File: config.mk
export PLATFORM = sky130hd
export DESIGN_NAME = out_port_arb
export DESIGN_NICKNAME = d
export VERILOG_FILES = /design/src/rtl/out_port_arb_pkg.sv /design/src/rtl/out_port_arb_rr_pick.sv /design/src/rtl/out_port_arb.sv
export SDC_FILE = /design/constraint.sdc
export NUM_CORES = 1
export LEC_CHECK = 0
export ABC_AREA = 1
export CAP_MARGIN = 10
export CELL_PAD_IN_SITES_DETAIL_PLACEMENT = 1
export CELL_PAD_IN_SITES_GLOBAL_PLACEMENT = 2
export CORE_ASPECT_RATIO = 1.5
export CORE_MARGIN = 2
export CORE_UTILIZATION = 33
export CTS_CLUSTER_SIZE = 10
export DETAILED_ROUTE_END_ITERATION = 10
export DONT_BUFFER_PORTS = 1
export PLACE_DENSITY = 0.88
export SLEW_MARGIN = 20
export SYNTH_ARGS = -nofsm -noshare
export SYNTH_HDL_FRONTEND = slang
export SYNTH_SLANG_ARGS = --single-unit
export TNS_END_PERCENT = 50
File: constraint.sdc
create_clock -name clk -period 4 [get_ports clk]
set_clock_uncertainty 0.05 [all_clocks]
set_input_delay 0.8 -clock clk [delete_from_list [all_inputs] [get_ports clk]]
set_output_delay 0.8 -clock clk [all_outputs]
set_load 0.02 [all_outputs]
File: src/rtl/out_port_arb_pkg.sv
// Shared definitions for the per-output-port wormhole allocator: port count
// macros, FSM state encodings and small index helpers.
`ifndef OUT_PORT_ARB_DEFINES
`define OUT_PORT_ARB_DEFINES
`define PORT      4
`define PORT_P1   5
`define OARB_IDLE 1'b0
`define OARB_LOCK 1'b1
`endif

package out_port_arb_pkg;

    localparam int NPORT = `PORT_P1;
    localparam int DW    = 2 * NPORT;

    typedef enum logic {
        ST_IDLE = `OARB_IDLE,
        ST_LOCK = `OARB_LOCK
    } oarb_state_e;

    function automatic logic [2:0] onehot_to_idx(input logic [`PORT:0] oh);
        logic [2:0] idx;
        idx = 3'd0;
        for (int i = 0; i < NPORT; i++) begin
            if (oh[i]) begin
                idx = 3'(i);
            end else begin
                idx = idx;
            end
        end
        return idx;
    endfunction

    function automatic logic [2:0] next_ptr(input logic [2:0] idx);
        return (idx >= 3'(NPORT - 1)) ? 3'd0 : idx + 3'd1;
    endfunction

endpackage

File: src/rtl/out_port_arb_rr_pick.sv
// Combinational round-robin picker: double-width masked priority encoder
// that returns the first requester at or above ptr, wrapping to 0.
module out_port_arb_rr_pick
    import out_port_arb_pkg::*;
(
    input  logic [`PORT:0] req,
    input  logic [2:0]     ptr,
    output logic [`PORT:0] gnt,
    output logic           valid
);

    logic [DW-1:0] dbl_s;
    logic [DW-1:0] below_s;
    logic [DW-1:0] masked_s;
    logic [DW-1:0] iso_s;

    // Upper copy always survives the mask, so the lowest surviving bit is the wrap-aware winner.
    always_comb begin
        dbl_s    = {req, req};
        below_s  = (DW'(1) << ptr) - DW'(1);
        masked_s = dbl_s & ~below_s;
        iso_s    = masked_s & (~masked_s + DW'(1));
        gnt      = iso_s[NPORT-1:0] | iso_s[DW-1:NPORT];
        valid    = |req;
    end

endmodule

File: src/rtl/out_port_arb.sv
// Per-output-port wormhole allocator: round-robin grant held head-to-tail,
// credit-gated pops. Optional macro OUT_PORT_ARB_BYPASS_EN re-arbitrates on tail pop.
module out_port_arb
    import out_port_arb_pkg::*;
#(
    parameter int NREQ = 5
) (
    input  logic           clk,
    input  logic           rst,
    input  logic [`PORT:0] req,
    input  logic [`PORT:0] tail,
    input  logic           credit_ok,
    output logic [`PORT:0] sel,
    output logic [`PORT:0] pop,
    output logic           busy
);

    if (NREQ != `PORT_P1) begin : g_nreq_check
        $error("out_port_arb: NREQ must equal PORT+1");
    end

    oarb_state_e    state_r, state_s;
    logic [`PORT:0] sel_r, sel_s;
    logic           busy_r, busy_s;
    logic [2:0]     rr_ptr_r, rr_ptr_s;
    logic [`PORT:0] pick_req_s;
    logic [`PORT:0] pick_gnt_s;
    logic           pick_valid_s;
    logic           tail_pop_s;

`ifdef OUT_PORT_ARB_BYPASS_EN
    logic [`PORT:0] others_s;
    assign others_s   = req & ~sel_r;
    // The releasing owner competes only when nobody else is asking.
    assign pick_req_s = (state_r == ST_LOCK) ? ((others_s != {NREQ{1'b0}}) ? others_s : req) : req;
`else
    assign pick_req_s = req;
`endif

    out_port_arb_rr_pick u_rr_pick (
        .req   (pick_req_s),
        .ptr   (rr_ptr_r),
        .gnt   (pick_gnt_s),
        .valid (pick_valid_s)
    );

    assign pop        = sel_r & req & {NREQ{credit_ok}};
    assign tail_pop_s = |(pop & tail);
    assign sel        = sel_r;
    assign busy       = busy_r;

    // Arbitration and ownership next-state logic.
    always_comb begin
        state_s  = state_r;
        sel_s    = sel_r;
        busy_s   = busy_r;
        rr_ptr_s = rr_ptr_r;
        case (state_r)
            ST_IDLE: begin
                if (pick_valid_s) begin
                    state_s  = ST_LOCK;
                    sel_s    = pick_gnt_s;
                    busy_s   = 1'b1;
                    rr_ptr_s = next_ptr(onehot_to_idx(pick_gnt_s));
                end else begin
                    state_s  = ST_IDLE;
                end
            end
            ST_LOCK: begin
                if (tail_pop_s) begin
`ifdef OUT_PORT_ARB_BYPASS_EN
                    if (pick_valid_s) begin
                        state_s  = ST_LOCK;
                        sel_s    = pick_gnt_s;
                        busy_s   = 1'b1;
                        rr_ptr_s = next_ptr(onehot_to_idx(pick_gnt_s));
                    end else begin
                        state_s  = ST_IDLE;
                        sel_s    = {NREQ{1'b0}};
                        busy_s   = 1'b0;
                    end
`else
                    state_s  = ST_IDLE;
                    sel_s    = {NREQ{1'b0}};
                    busy_s   = 1'b0;
`endif
                end else begin
                    state_s  = ST_LOCK;
                end
            end
            default: begin
                state_s  = ST_IDLE;
                sel_s    = {NREQ{1'b0}};
                busy_s   = 1'b0;
                rr_ptr_s = 3'd0;
            end
        endcase
    end

    // State, grant and pointer registers.
    always_ff @(posedge clk or posedge rst) begin
        if (rst) begin
            state_r  <= ST_IDLE;
            sel_r    <= {NREQ{1'b0}};
            busy_r   <= 1'b0;
            rr_ptr_r <= 3'd0;
        end else begin
            state_r  <= state_s;
            sel_r    <= sel_s;
            busy_r   <= busy_s;
            rr_ptr_r <= rr_ptr_s;
        end
    end

endmodule
==> impl_metrics.json <==
{
  "tightestPinTransition_ns": 0.659,
  "pwr_density_cell_nw_per_um2": 216,
  "ff_latch_area_um2": 250,
  "drive_above_1_share_pct": 12.9,
  "hold_viol": 0,
  "die_area_um2": 2780,
  "finalMaxSlewViolations": 0,
  "fin_crit_sh_pct": 64.4,
  "path_clk_slew_ns": 0.06,
  "num_io_pins": 24,
  "synth_area_leaders": "dfrtp_1, nand2_1, nand3_1",
  "drc_errors": 0,
  "fp-row-count": 21,
  "p_comb_share_pct": 8.3,
  "grt_busiest_layer": "met2",
  "place_area_um2": 811,
  "placedCellCount": 144,
  "status": "finished, final reports clean",
  "gp_congestion": 0.867,
  "wl_um": 2020,
  "critical-path-top-delay-family": "simple AND/OR/NAND/NOR gates",
  "yosys_warnings": 0,
  "clock.fmax_ghz": 0.388,
  "synth_area_per_cell_um2": 6.46,
  "crit_path_top_delay_cell": "dfrtp_1",
  "dpl.hpwl_um": 1760,
  "rsz0062_at_grt": "false",
  "multi_input_area_um2": 468,
  "clock_latency_ns": 0.25,
  "finalCriticalPeriod_ns": 2.57,
  "nets": 142,
  "cts_hold_buffers": 0,
  "p_sw_share_pct": 21.8,
  "critical_path_arrival_ns": 2.65,
  "grt_max_degree": 11,
  "core_area_um2": 2230,
  "grt_pass1_vias": 820,
  "cp_common_cell": "ha_1",
  "maxCapViolations": 0,
  "drtPass1Iterations": 4,
  "cts_max_level": 1,
  "post-route-util_pct": 37.3,
  "crit_path_end_kind": "flop",
  "synth_seq_cells": 10,
  "synth_nets": 137,
  "start_kind": "flop",
  "power.leakage_nw": 0.468,
  "grt_pass1_wl_um": 3600,
  "use_met2_pct": 29.4,
  "setup_viol": 0,
  "grt_usage_pct": 16.8,
  "die_h_um": 63.6,
  "numCtsBuffers": 3,
  "yosysTopAreaCellShare_pct": 32.0,
  "crit_required_ns": 4.08,
  "post_cts_buffers": 0,
  "ir_worst_vdd_mv": 0.156,
  "cts_buffer_depth": 2,
  "nFillCells": 310,
  "cp_max_fo": 7,
  "antenna_left": 0,
  "num_vias": 766,
  "relSlewSlack_pct": 55.6,
  "fin_tns_setup_ns": 0,
  "clkPwrFrac_pct": 35.4,
  "internal-power_w": 0.000140,
  "yosysUniqueCellTypes": 22,
  "fin_area_um2": 833,
  "diodes": 0,
  "criticalPathCategory": "reg -> reg",
  "port_buffers": 0,
  "synth_seq_area_share_pct": 32.0,
  "cts_root_buf": "clkbuf_4",
  "die_x_um": 43.7,
  "antenna_found_initial": 0,
  "post_cts_resize_count": 0,
  "yosysTopAreaCell": "dfrtp_1",
  "finalPower_w": 0.000180,
  "pwr-share-seq_pct": 56.3,
  "min_path_type": "in -> async",
  "path_cells": "nor2_1, nand2_1, ha_1, inv_1, a21oi_2, nand2_1, nand3_2, nand2_2, nor2_4, nand3_1, o21ai_0, or2_1, ha_1, ha_1, nor2_1, a21oi_1",
  "grt_overflow": 0,
  "wl_per_cell_um": 13.7,
  "max_stage_delay_ns": 0.46,
  "start_util_pct": 35.0,
  "cts_tree": "yes",
  "path_buf_inv": 1,
  "fin_cells": 147,
  "area_delta_synth_final_pct": 6.56,
  "syn_inst": 121,
  "syn-cell-area_um2": 782,
  "switchingPower_w": 0.0000392,
  "vias_per_cell": 5.21,
  "drt_first_iter_violations": 21,
  "met3_usage_pct": 2.01,
  "grtUsageMet1_pct": 20.8,
  "clock_sinks": 10
}
==> cell families after synthesis <==
kind of cell               count (synthesis)  share of synthesized area (%)
DFF                                       10                           32.0
and+or+nand+nor                           83                           48.3
buffers and inverters                     17                           8.16
adders and majority gates                  3                           4.80
AOI/OAI and AO/OA                          8                           6.72
==> worst register-to-register path, cell delays in order (launching register included) <==
cell     delay, ns
dfrtp_1       0.46
nor2_1        0.24
nand2_1       0.09
ha_1          0.23
inv_1         0.11
a21oi_2       0.05
nand2_1       0.08
nand3_2       0.09
nand2_2       0.09
nor2_4        0.04
nand3_1       0.05
o21ai_0       0.11
or2_1         0.23
ha_1          0.20
ha_1          0.17
nor2_1        0.11
a21oi_1       0.05
==> worst paths after layout <==
check / cells after the start / slack, ns / end / startpoint
setup / recovery: 16 / 1.43 / rr_ptr_r[2] / rr_ptr_r[1]
hold / removal: 1 / 0.35 / state_r / rst
setup reg to reg: 16 / 1.43 / rr_ptr_r[2] / rr_ptr_r[1]
hold reg to reg: 2 / 0.47 / rr_ptr_r[0] / rr_ptr_r[0]
max in group asynchronous: 1 / 3.28 / rr_ptr_r[0] / rst
min in group clk: 2 / 0.47 / rr_ptr_r[0] / rr_ptr_r[0]
==> per-layer routing <==
| metal | share of wire (%) | vias up | wire length, um |
|---|---|---|---|
| li1 | - | 389 | - |
| met1 | 43 | 367 | 859 |
| met2 | 54 | 8 | 1090 |
| met3 | 2.8 | 2 | 56 |
| met4 | 0.60 | 0 | 12 |
| met5 | 0 | - | 0 |
==> state kept, by name (all words and copies together) (netlist names) <==
| signal | flops |
|---|---|
| busy | 1 |
| state_r | 1 |
| sel | 5 |
| rr_ptr_r | 3 |
==> metrics by stage <==
stage / hold WS (ns) / worst slack (ns)
finish: 0.352 / 1.43
global route: 0.373 / 1.17
CTS: 0.362 / 1.40
detailed placement: 0.455 / 1.41
global placement: 0.442 / 1.48
floorplan: 0.421 / 1.69
==> power by group through the flow <==
| stage | registers [W] | logic [W] | clock network (W) |
|---|---|---|---|
| finish | 0.000101 | 0.0000148 | 0.0000637 |
| global route | 0.000101 | 0.0000172 | 0.0000690 |
| CTS | 0.000101 | 0.0000152 | 0.0000666 |
| detailed placement | 0.000103 | 0.0000151 | 0 |
| global placement | 0.000103 | 0.0000148 | 0 |
| floorplan | 0.000103 | 0.0000123 | 0 |
==> final cells by class <==
type / instances / share of cell area, %
clock buffers: 3 / 2.70
inverters: 17 / 7.66
flip-flops and latches: 10 / 30.0
multi-input cells: 94 / 56.2
well taps: 23 / 3.45
==> placed cells by master (no fill, tap or decap), drive strengths merged <==
cell and count:
nor3b 1, inv 17, nand2 48, dfrtp 10
a21oi 2, clkbuf 3, nand4 2, a22oi 1
o31ai 1, nand3 15, a221oi 1, o21ai 3
ha 3, nor3 1, nor2 15, or2 1
==> cell usage after synthesis <==
| cell type | n |
|---|---|
| o31ai_1 | 1 |
| inv_2 | 2 |
| nand2_2 | 5 |
| a22oi_1 | 1 |
| inv_1 | 15 |
| o21ai_0 | 2 |
| a221oi_1 | 1 |
| or2_1 | 1 |
| ha_1 | 3 |
| a21oi_1 | 1 |
| nor2_4 | 1 |
| nand3_2 | 2 |
| nand3_1 | 13 |
| nor2_2 | 2 |
| dfrtp_1 | 10 |
| a21oi_2 | 1 |
| nor3b_1 | 1 |
| nor3_1 | 1 |
| nand2_1 | 43 |
| o21ai_1 | 1 |
| nor2_1 | 12 |
| nand4_1 | 2 |
No activity file was read; power rests on OpenSTA's default activity.
